## config.mk

```make
export PLATFORM = sky130hd
export DESIGN_NAME = viterbi_decoder
export DESIGN_NICKNAME = d
export VERILOG_FILES = /design/src/rtl/viterbi_decoder.sv
export SDC_FILE = /design/constraint.sdc
export NUM_CORES = 1
export LEC_CHECK = 0
export CORE_AREA = 2 2 116 140
export CTS_CLUSTER_DIAMETER = 150
export CTS_CLUSTER_SIZE = 14
export DETAILED_ROUTE_END_ITERATION = 10
export DIE_AREA = 0 0 118 142
export PLACE_DENSITY = 0.67
export RECOVER_POWER = 25
export SYNTH_ARGS = -nofsm -noshare
export SYNTH_HDL_FRONTEND = slang
export SYNTH_SLANG_ARGS = --single-unit
```

## constraint.sdc

```tcl
create_clock -name clk -period 31.8 [get_ports clk]
set_clock_uncertainty 0.2 [all_clocks]
set_input_delay 4.77 -clock clk [delete_from_list [all_inputs] [get_ports clk]]
set_output_delay 4.77 -clock clk [all_outputs]
set_load 0.02 [all_outputs]
```

## src/rtl/viterbi_decoder.sv

```systemverilog
// Hard-decision register-exchange Viterbi decoder for the rate-1/2, K=3 code
// (generators 7 and 5). One decoded bit is emitted per received pair after D pairs.
module viterbi_decoder #(
    parameter int TRACEBACK_DEPTH = 15,
    parameter int METRIC_WIDTH    = 6
) (
    input  logic clk,
    input  logic rst_n,
    input  logic y,
    input  logic y_valid,
    output logic x_out,
    output logic x_valid
);

    localparam int D     = TRACEBACK_DEPTH;
    localparam int W     = METRIC_WIDTH;
    localparam int CNT_W = $clog2(D + 1);

    localparam logic [W-1:0] PM_MAX  = '1;
    localparam logic [W-1:0] PM_INIT = {1'b1, {(W-1){1'b0}}};

    logic             phase_reg;
    logic             r0_reg;
    logic [W-1:0]     pm_reg   [4];
    // Only D-1 bits are stored: the oldest bit of a D-bit survivor is consumed
    // by the decision in the same cycle it is formed and would never be read.
    logic [D-2:0]     surv_reg [4];
    logic [CNT_W-1:0] pair_cnt_reg;
    logic             x_out_reg;
    logic             x_valid_reg;

    logic [W-1:0]     acs_pm    [4];
    logic [W-1:0]     pm_next   [4];
    logic [D-1:0]     surv_next [4];
    logic [W-1:0]     min_pm;
    logic [1:0]       best_state;
    logic             decision;

    // Next state {b,a} is reached from predecessors {a,0} and {a,1} with input b.
    genvar gi;
    generate
        for (gi = 0; gi < 4; gi++) begin : g_acs
            localparam int B  = gi / 2;
            localparam int A  = gi % 2;
            localparam int P0 = 2 * A;
            localparam int P1 = 2 * A + 1;

            logic [1:0] bm0, bm1;
            logic [W:0] sum0, sum1;
            logic [W-1:0] cand0, cand1;
            logic take1;

            // Branch from {a,c}: g0 = b^a^c, g1 = b^c
            assign bm0 = {1'b0, r0_reg ^ 1'(B ^ A)}     + {1'b0, y ^ 1'(B)};
            assign bm1 = {1'b0, r0_reg ^ 1'(B ^ A ^ 1)} + {1'b0, y ^ 1'(B ^ 1)};

            assign sum0  = {1'b0, pm_reg[P0]} + {{(W-1){1'b0}}, bm0};
            assign sum1  = {1'b0, pm_reg[P1]} + {{(W-1){1'b0}}, bm1};
            assign cand0 = sum0[W] ? PM_MAX : sum0[W-1:0];
            assign cand1 = sum1[W] ? PM_MAX : sum1[W-1:0];

            // Strict less-than: a tie keeps the {a,0} predecessor.
            assign take1 = (cand1 < cand0);

            assign acs_pm[gi]    = take1 ? cand1 : cand0;
            assign surv_next[gi] = {(take1 ? surv_reg[P1] : surv_reg[P0]), 1'(B)};
            assign pm_next[gi]   = acs_pm[gi] - min_pm;
        end
    endgenerate

    always_comb begin
        min_pm = acs_pm[0];
        for (int i = 1; i < 4; i++) begin
            if (acs_pm[i] < min_pm) begin
                min_pm = acs_pm[i];
            end
        end
    end

    // Scan downwards so the lowest-index zero-metric state wins.
    always_comb begin
        best_state = 2'd3;
        for (int i = 3; i >= 0; i--) begin
            if (pm_next[i] == '0) begin
                best_state = 2'(i);
            end
        end
    end

    assign decision = surv_next[best_state][D-1];

    always_ff @(posedge clk or negedge rst_n) begin
        if (!rst_n) begin
            phase_reg    <= 1'b0;
            r0_reg       <= 1'b0;
            pair_cnt_reg <= '0;
            x_out_reg    <= 1'b0;
            x_valid_reg  <= 1'b0;
            for (int i = 0; i < 4; i++) begin
                pm_reg[i]   <= (i == 0) ? '0 : PM_INIT;
                surv_reg[i] <= '0;
            end
        end else begin
            x_valid_reg <= 1'b0;
            if (y_valid) begin
                if (!phase_reg) begin
                    r0_reg    <= y;
                    phase_reg <= 1'b1;
                end else begin
                    phase_reg <= 1'b0;
                    for (int i = 0; i < 4; i++) begin
                        pm_reg[i]   <= pm_next[i];
                        surv_reg[i] <= surv_next[i][D-2:0];
                    end
                    if (pair_cnt_reg != CNT_W'(D)) begin
                        pair_cnt_reg <= pair_cnt_reg + 1'b1;
                    end
                    // Counter still holds n-1 while pair n completes.
                    if (pair_cnt_reg >= CNT_W'(D - 1)) begin
                        x_valid_reg <= 1'b1;
                        x_out_reg   <= decision;
                    end
                end
            end
        end
    end

    assign x_out   = x_out_reg;
    assign x_valid = x_valid_reg;

endmodule

```

==> run summary, run 1 <==
Status = complete, but fails checks
Failing checks = max-capacitance violations, max-slew violations
Post-CTS sizing = 0
Antenna-violating nets left = 0
Critical path required time = 31.85 ns
Final instance area = 8350 sq um
Area fraction in compound gates after synthesis = 0.242
Max Cap Viol = 2
Area leader, netlist = dfrtp_1
Final setup TNS = 0 ns
Ys async rst share = 1.00
Largest net degree at the start of global routing = 83
Vias/cell = 5.99
Commonest cells post-synth = nand2_1 (150), o21ai_0 (104), dfrtp_1 (80)
Post-Synth Simple-Gate Area = 0.183
# hold bufs at CTS = 0
Hold_sp = surv_reg[0]
Worst Hold End = surv_reg[0]
Latest clock arrival within the worst-skew pair = 0.35 ns
Die H = 142 microns
Rel. slew slack = -0.876
Hold Crit Class = reg2reg
# IOs = 6
Fmax = 60.2 MHz
Crit end category = register
Area contributors post-synth = dfrtp_1 (26%), ha_1 (9.6%), mux2i_1 (9.1%), nand2_1 (7.2%), o21ai_0 (6.6%)
Htree depth = 3
Vias in the first global route = 6628
Period utilization = 0.523
Std cell rows = 50
Total clock sinks = 83
Diodes inserted = 0
Clock root cell = clkbuf_16
Minimum clock period = 16.62 ns
Worst path most repeated cell = ha_1
Setup Fix Bufs, Post-CTS = 0
Syn_nets = 1013
Max FFs per register = 51
FF-to-FF Start = r0_reg
Hold Vio Cnt, Final = 0
IO buf count = 5
Critical Path Source Type = primary input
Cells after Synth = 949
WP data arrival = 16.67 ns
Max incr delay on CP = 0.58 ns
Worst Reg-to-Reg Cells = 50
DRT Pass-1 Iters = 6
Crit Path Class = in2reg
Antenna violations before repair = 0
CP Max Fanout = 18
Distinct cells, synth = 89
Initial Utilization = 0.508
GPL Wtd Cong = 1.03
Number of buffers created by CTS = 9
Synthesis Warnings = 0
Fin cells = 1146
Post-placement cell area = 8040 sq um
Synth Cell Area = 7850 sq um
RSZ-0062 raised after global routing = false
Register Area = 2080 sq um
Die area = 16800 sq um
# fillers = 1507
First-iteration detailed-routing DRC count = 529
Crit Reg-Reg Endpoint = x_out
Placed Cells = 1130
Layout cells sized above 1 = 0.0789
Post-synthesis mux area share = 0.110
Adder-cell share of the synthesized area = 0.103
Vias = 6869
R2R Setup Slk = 19.76 ns
Cell with the most instances after synthesis = nand2_1
Hold depth = 1
Max Slew Vio Count = 86
Clk pin slew, worst setup/hold paths = 0.07 ns
DR WL/cell = 18.3 microns
# setup viols final = 0
XOR/XNOR Fraction of Synth Area = 0.0545
First-pass GRT wire length = 34400 microns
Post-DP HPWL = 16400 microns
DIE WIDTH = 118 microns
Final #Nets = 997
Slew of the pin with the lowest slew margin = 2.81 ns
Post-synth EDFFs = 0
Total gr overflow = 0
P&R area growth vs syn = 6.38%
Core footprint = 15500 sq um
Clock buffer depth = 2
CTS tree = built
Gr usage total = 0.259
Post-Syn Area per Cell = 8.27 sq um
Largest family of logic cells by synthesized area = compound AO/OA/AOI/OAI gates
Yosys reg bits = 83
Post-synth top flop = dfrtp_1
DRC = 0
Critical Path Slowest Stage Cell = a221oi_4
Top-area cell type share of the netlist area = 0.255
Post-Route WL = 21000 microns
Multi-input logic area = 5450 sq um
Seq/Total Area, Yosys = 0.265
==> per-layer routing <==
| layer | track usage | part of all wire | wire [microns] | vias up |
|---|---|---|---|---|
| met3 | 0.0337 | 0.043 | 895 | 54 |
| li1 | - | - | - | 3408 |
| met4 | 0.131 | 0.048 | 998 | 0 |
| met5 | 0 | 0 | 0 | - |
| met2 | 0.443 | 0.48 | 10000 | 171 |
| met1 | 0.321 | 0.43 | 9060 | 3236 |
==> layout make-up <==
type	instances	share of cell area
clock buffers	9	0.0270
inverters	46	0.0207
clock inverters	7	0.0111
flip-flops and latches	83	0.249
multi-input cells	784	0.652
repair buffers	9	0.00839
well taps	208	0.0312
==> metrics by stage <==
stage | hold slack (ns) | utilization | worst slack (ns)
2_1_floorplan | 0.235 | - | 17.13
5_1_grt | 0.287 | 0.540 | 14.40
4_1_cts | 0.272 | 0.541 | 15.24
3_3_place_gp | 0.252 | 0.520 | 14.99
3_5_place_dp | 0.252 | 0.520 | 14.91
6_report | 0.273 | 0.540 | 15.18
==> placed cells by master, fill, tap and decap left out, types with 6 or more instances in the layout <==
master | synthesis | routed
o211ai_1 | 9 | 9
a21oi_1 | 42 | 42
nand3_1 | 20 | 20
nor3_1 | 16 | 16
nor2_1 | 55 | 54
a31oi_1 | 13 | 13
xnor2_1 | 33 | 33
mux2_2 | 12 | 12
and3_1 | 9 | 9
xor2_1 | 14 | 14
a211o_1 | 7 | 7
o21ai_0 | 104 | 104
inv_1 | 46 | 46
and2_1 | 7 | 7
mux2i_1 | 71 | 71
dfrtp_1 | 80 | 80
nand4_1 | 6 | 6
nor2b_1 | 8 | 8
ha_1 | 60 | 60
o21a_1 | 7 | 7
nand2b_1 | 9 | 9
nand2_1 | 150 | 149
clkbuf_16 | 0 | 9
a21o_1 | 15 | 15
==> critical path, delay by kind of cell <==
| kind | cells | cell delay [ns] |
|---|---|---|
| adders and majority gates | 11 | 3.13 |
| buffers and inverters | 8 | 1.30 |
| muxes | 3 | 1.16 |
| and+or+nand+nor | 13 | 3.18 |
| AOI/OAI and AO/OA | 15 | 2.94 |
| xor gates and xnor gates | 1 | 0.17 |
==> kinds of logic (layout without fill, tap and decap cells) <==
kind of cell | after synthesis | in the layout
DFF | 83 | 83
muxes | 84 | 84
AOI/OAI and AO/OA | 277 | 277
xor gates and xnor gates | 48 | 48
and+or+nand+nor | 309 | 309
buffers and inverters | 82 | 71
adders and majority gates | 66 | 66
==> worst max-delay path by stage <==
| stage | slack, ns | cells past startpoint | start | endpoint |
|---|---|---|---|---|
| 2_1_floorplan | 17.13 | 51 | y | x_out |
| 3_3_place_gp | 14.99 | 49 | y | x_out |
| 3_5_place_dp | 14.91 | 51 | y | x_out |
| 4_1_cts | 15.24 | 51 | y | x_out |
| 5_1_grt | 14.40 | 51 | y | x_out |
| 6_report | 15.18 | 51 | y | x_out |
Power of run 1 is left out: the tool's default activity adds up to more than one toggle a clock period on the data nets, which glitch-free logic cannot reach.
==> run 2: changes to the inputs <==
==> constraint.sdc (replaced) <==
create_clock -name clk -period 16.22 [get_ports clk]
set_clock_uncertainty 0.2 [all_clocks]
set_input_delay 2.433 -clock clk [delete_from_list [all_inputs] [get_ports clk]]
set_output_delay 2.433 -clock clk [all_outputs]
set_load 0.02 [all_outputs]
==> run 2 against run 1 <==
Effect of this change: the run still ends with max-capacitance violations, max-slew violations left; non-clock buffer count is the same; first-iteration DRC count decreased by 17%; register-to-register slack lost 16 ns; critical path depth is 2 lower; final cell count stayed put; sequential share of layout area hardly changed; global-route usage shrank 0.49 points; final area rose by 0.16%; critical path type unchanged; largest cell class unchanged; highest routed layer unchanged.
==> run summary, run 2 (same netlist as run 1, synthesis figures left out) <==
Status = complete, but fails checks
Failing checks = max-capacitance violations, max-slew violations
Worst path most repeated cell = ha_1
Critical Path Slowest Stage Cell = a221oi_4
Critical Path Source Type = primary input
R2R Setup Slk = 4.17 ns (-15.59 ns)
Gr usage total = 0.254 (-0.00491)
Minimum clock period = 14.29 ns
# setup viols final = 0 (unchanged)
Diodes inserted = 0 (unchanged)
Hold_sp = surv_reg[1]
CP Max Fanout = 18 (unchanged)
Hold depth = 2 (+1)
Placed Cells = 1130 (unchanged)
Largest net degree at the start of global routing = 83 (unchanged)
WP data arrival = 14.38 ns (-2.29 ns)
Critical path required time = 16.31 ns (-15.54 ns)
Most common cell after layout, fill and taps aside = nand2_1
DRT Pass-1 Iters = 7 (+1)
Total gr overflow = 0 (unchanged)
First-iteration detailed-routing DRC count = 437 (-17%)
Fin cells = 1146 (unchanged)
Htree depth = 3 (unchanged)
Final setup TNS = 0 ns (unchanged)
FF-to-FF Start = r0_reg
Total clock sinks = 83 (unchanged)
# IOs = 6 (unchanged)
DIE WIDTH = 118 microns (unchanged)
Std cell rows = 50 (unchanged)
Clock buffer depth = 2 (unchanged)
Number of buffers created by CTS = 9 (unchanged)
Slew of the pin with the lowest slew margin = 2.89 ns (+0.0785 ns)
Hold Vio Cnt, Final = 0 (unchanged)
Die area = 16800 sq um (unchanged)
Commonest cells after routing, fill and taps aside = nand2_1 (149), o21ai_0 (104), dfrtp_1 (80), mux2i_1 (71), ha_1 (60)
Crit Reg-Reg Endpoint = x_out
Antenna violations before repair = 0 (unchanged)
Post-Route WL = 21000 microns (+0.12%)
Max Slew Vio Count = 86 (unchanged)
Vias/cell = 6.00 (about the same)
CP delay by family, top = compound AO/OA/AOI/OAI gates
DR WL/cell = 18.3 microns (+0.12%)
Hold Crit Class = reg2reg
Vias in the first global route = 6524 (-1.6%)
IO buf count = 5 (unchanged)
Max incr delay on CP = 0.58 ns (about the same)
Max FFs per register = 51 (unchanged)
Post-DP HPWL = 16300 microns (-0.15%)
# hold bufs at CTS = 0 (unchanged)
Crit Path Class = in2reg
Setup Fix Bufs, Post-CTS = 0 (unchanged)
Die H = 142 microns (unchanged)
DRC = 0 (unchanged)
Crit end category = register
Worst Hold End = surv_reg[1]
Antenna-violating nets left = 0 (unchanged)
Post-CTS sizing = 0 (unchanged)
Worst Reg-to-Reg Cells = 48 (-4.0%)
Fmax = 70.0 MHz
Vias = 6872 (+0.044%)
Rel. slew slack = -0.928 (-0.0523)
P&R area growth vs syn = 6.55%
Period utilization = 0.881
GPL Wtd Cong = 1.03 (about the same)
Clk pin slew, worst setup/hold paths = 0.07 ns (about the same)
Initial Utilization = 0.508 (unchanged)
Buf/Inv on CP = 7 (-1)
Latest clock arrival within the worst-skew pair = 0.35 ns (about the same)
Clock root cell = clkbuf_16
RSZ-0062 raised after global routing = false
Max Cap Viol = 2 (unchanged)
CTS tree = built
First-pass GRT wire length = 33800 microns (-1.7%)
Core footprint = 15500 sq um (unchanged)
Final #Nets = 997 (unchanged)
Layout cells sized above 1 = 0.0789 (unchanged)
run 2: area by class of cell:
type / count / area, sq um
Tap cell: 208 / 260
Clock inverter: 7 / 106
Timing Repair Buffer: 9 / 70.1
Clock buffer: 9 / 225
Fill cell: 1456 / 7090
Sequential cell: 83 / 2080
Inverter: 46 / 173
Multi-Input combinational cell: 784 / 5450
run 2: worst register-to-register path: cells and delay by family, from the launching register on:
family                     cells  cell delay, ns
DFF                            1            0.43
xor gates and xnor gates       1            0.17
adders and majority gates     11            3.21
buffers and inverters          6            0.65
AOI/OAI and AO/OA             16            3.35
muxes                          3            1.15
and+or+nand+nor               11            2.84
run 2: stage by stage:
stage / hold slack [ns] / setup slack, ns / util / area [sq um]
after floorplan: 0.235 / 3.89 / - / 7850
after global placement: 0.253 / 1.77 / 0.520 / 8040
after detailed placement: 0.264 / 1.70 / 0.520 / 8040
after CTS: 0.288 / 2.05 / 0.542 / 8370
after global routing: 0.312 / 1.13 / 0.541 / 8360
final: 0.284 / 1.93 / 0.541 / 8360
run 2: how the worst max path moves through the flow:
| stage | from | depth (start not counted) | to | slack, ns |
|---|---|---|---|---|
| finish | y | 49 | x_out | 1.93 |
| global route | y | 50 | x_out | 1.13 |
| CTS | y | 51 | x_out | 2.05 |
| detailed placement | y | 51 | x_out | 1.70 |
| global placement | y | 50 | x_out | 1.77 |
| floorplan | y | 51 | x_out | 3.89 |
run 2: per-layer routing:
layer / track usage / vias to the layer above / wire length, microns
met4: 0.119 / 0 / 884
li1: - / 3393 / -
met1: 0.311 / 3209 / 8950
met5: 0 / - / 0
met2: 0.447 / 211 / 10200
met3: 0.0308 / 59 / 943
Power of run 2 is left out for the same reason.
==> run 3: changes to the inputs <==
--- a/config.mk
+++ b/config.mk
@@ -5,6 +5,7 @@
 export SDC_FILE = /design/constraint.sdc
 export NUM_CORES = 1
 export LEC_CHECK = 0
+export CAP_MARGIN = 25
 export CORE_AREA = 2 2 116 140
 export CTS_CLUSTER_DIAMETER = 150
 export CTS_CLUSTER_SIZE = 14
==> run 3 against run 2 <==
Effect of this change: maximum frequency down 0.65%; register-to-register slack got worse by 0.09 ns; flip-flop and latch count did not move; wire length hardly changed; the run still ends with max-capacitance violations, max-slew violations left; first-iteration DRC count rose by 27%; global-route usage is 0.13 points higher; sequential share of layout area barely moved; largest cell class unchanged.
==> run summary, run 3 (same netlist as run 1, synthesis figures left out) <==
Status = complete, but fails checks
Failing checks = max-capacitance violations, max-slew violations
Max Cap Viol = 2 (unchanged)
# hold bufs at CTS = 0 (unchanged)
IO buf count = 5 (unchanged)
Vias in the first global route = 6505 (-0.29%)
R2R Setup Slk = 4.08 ns (-0.09 ns)
Total gr overflow = 0 (unchanged)
Htree depth = 3 (unchanged)
Worst Setup SP = y
Critical Path Slowest Stage Cell = a221oi_4
Rel. slew slack = -0.893 (+0.0352)
Setup Fix Bufs, Post-CTS = 0 (unchanged)
# fillers = 1452 (-0.27%)
WP data arrival = 14.47 ns (+0.09 ns)
DRC = 0 (unchanged)
Number of buffers created by CTS = 9 (unchanged)
Worst path most repeated cell = ha_1
P&R area growth vs syn = 6.65% (about the same)
Gr usage total = 0.255 (+0.00127)
Post-DP HPWL = 16500 microns (+0.97%)
Layout cells sized above 1 = 0.0799 (+0.000981)
Worst Reg-to-Reg Cells = 49 (+2.1%)
Post-placement cell area = 8040 sq um (about the same)
Diodes inserted = 0 (unchanged)
Std cell rows = 50 (unchanged)
DIE WIDTH = 118 microns (unchanged)
Hold Vio Cnt, Final = 0 (unchanged)
Crit Path Class = in2reg
Fin cells = 1147 (+0.087%)
Critical Path Source Type = primary input
First-iteration detailed-routing DRC count = 556 (+27%)
DR WL/cell = 18.3 microns (-0.13%)
Vias/cell = 5.99 (-0.12%)
CTS tree = built
Vias = 6870 (-0.029%)
Antenna violations before repair = 0 (unchanged)
Die H = 142 microns (unchanged)
First-pass GRT wire length = 33900 microns (+0.35%)
Placed Cells = 1131 (+0.088%)
Fmax = 69.5 MHz (-0.65%)
Max FFs per register = 51 (unchanged)
CP Max Fanout = 18 (unchanged)
Crit end category = register
Total clock sinks = 83 (unchanged)
Slew of the pin with the lowest slew margin = 2.84 ns (-0.0527 ns)
Crit Reg-Reg Endpoint = x_out
Commonest cells after routing, fill and taps aside = nand2_1 (149), o21ai_0 (104), dfrtp_1 (80), mux2i_1 (71), ha_1 (60)
Final #Nets = 998 (+0.10%)
Critical path required time = 16.30 ns (about the same)
Final setup TNS = 0 ns (unchanged)
FF-to-FF Start = r0_reg
CP Capture Point = x_out
Max incr delay on CP = 0.58 ns (about the same)
Antenna-violating nets left = 0 (unchanged)
GPL Wtd Cong = 1.03 (unchanged)
Die area = 16800 sq um (unchanged)
Latest clock arrival within the worst-skew pair = 0.34 ns (about the same)
Final instance area = 8370 sq um (about the same)
Minimum clock period = 14.38 ns (+0.0939 ns)
Post-Route WL = 21000 microns (about the same)
Hold Crit Class = reg2reg
Max Slew Vio Count = 86 (unchanged)
Clock root cell = clkbuf_16
Clock buffer depth = 2 (unchanged)
# IOs = 6 (unchanged)
# setup viols final = 0 (unchanged)
Largest net degree at the start of global routing = 83 (unchanged)
DRT Pass-1 Iters = 5 (-2)
Initial Utilization = 0.508 (unchanged)
Most common cell after layout, fill and taps aside = nand2_1
RSZ-0062 raised after global routing = false
Core footprint = 15500 sq um (unchanged)
Period utilization = 0.887 (+0.00579)
Hold_sp = surv_reg[0]
Clk pin slew, worst setup/hold paths = 0.07 ns (about the same)
Post-CTS sizing = 0 (unchanged)
[run 3: final cells by class]
type | instances | area [sq um] | share of cell area
Clock inverter | 7 | 109 | 0.0130
Clock buffer | 9 | 225 | 0.0269
Sequential cell | 83 | 2080 | 0.249
Inverter | 46 | 173 | 0.0206
Multi-Input combinational cell | 784 | 5450 | 0.651
Tap cell | 208 | 260 | 0.0311
Timing Repair Buffer | 10 | 75.1 | 0.00897
[run 3: how the worst min path moves through the flow]
stage | to | slack [ns] | depth (start not counted)
after global routing | surv_reg[0] | 0.31 | 1
after detailed placement | surv_reg[1] | 0.27 | 2
after global placement | surv_reg[0] | 0.25 | 1
after floorplan | surv_reg[0] | 0.23 | 1
after CTS | surv_reg[1] | 0.28 | 2
final | surv_reg[0] | 0.29 | 1
[run 3: through the flow]
| step | worst slack, ns | hold WS [ns] | util |
|---|---|---|---|
| floorplan | 3.89 | 0.235 | - |
| global placement | 1.77 | 0.253 | 0.520 |
| detailed placement | 1.66 | 0.268 | 0.521 |
| CTS | 1.97 | 0.282 | 0.542 |
| global route | 1.01 | 0.312 | 0.542 |
| finish | 1.84 | 0.287 | 0.542 |
[run 3: critical path, delay by kind of cell]
kind | cells | cell delay [ns]
compound gates | 16 | 3.42
xor+xnor | 1 | 0.16
fa+ha+maj | 11 | 3.23
buf+inv | 8 | 1.34
mux | 3 | 1.15
simple gates | 11 | 2.72
[run 3: routing by layer]
layer	vias to the layer above	track usage	routed length, microns
li1	3408	-	-
met1	3199	0.324	8920
met2	216	0.444	10200
met3	47	0.0313	1040
met4	0	0.0996	794
met5	-	0	0
Power of run 3 is left out for the same reason.
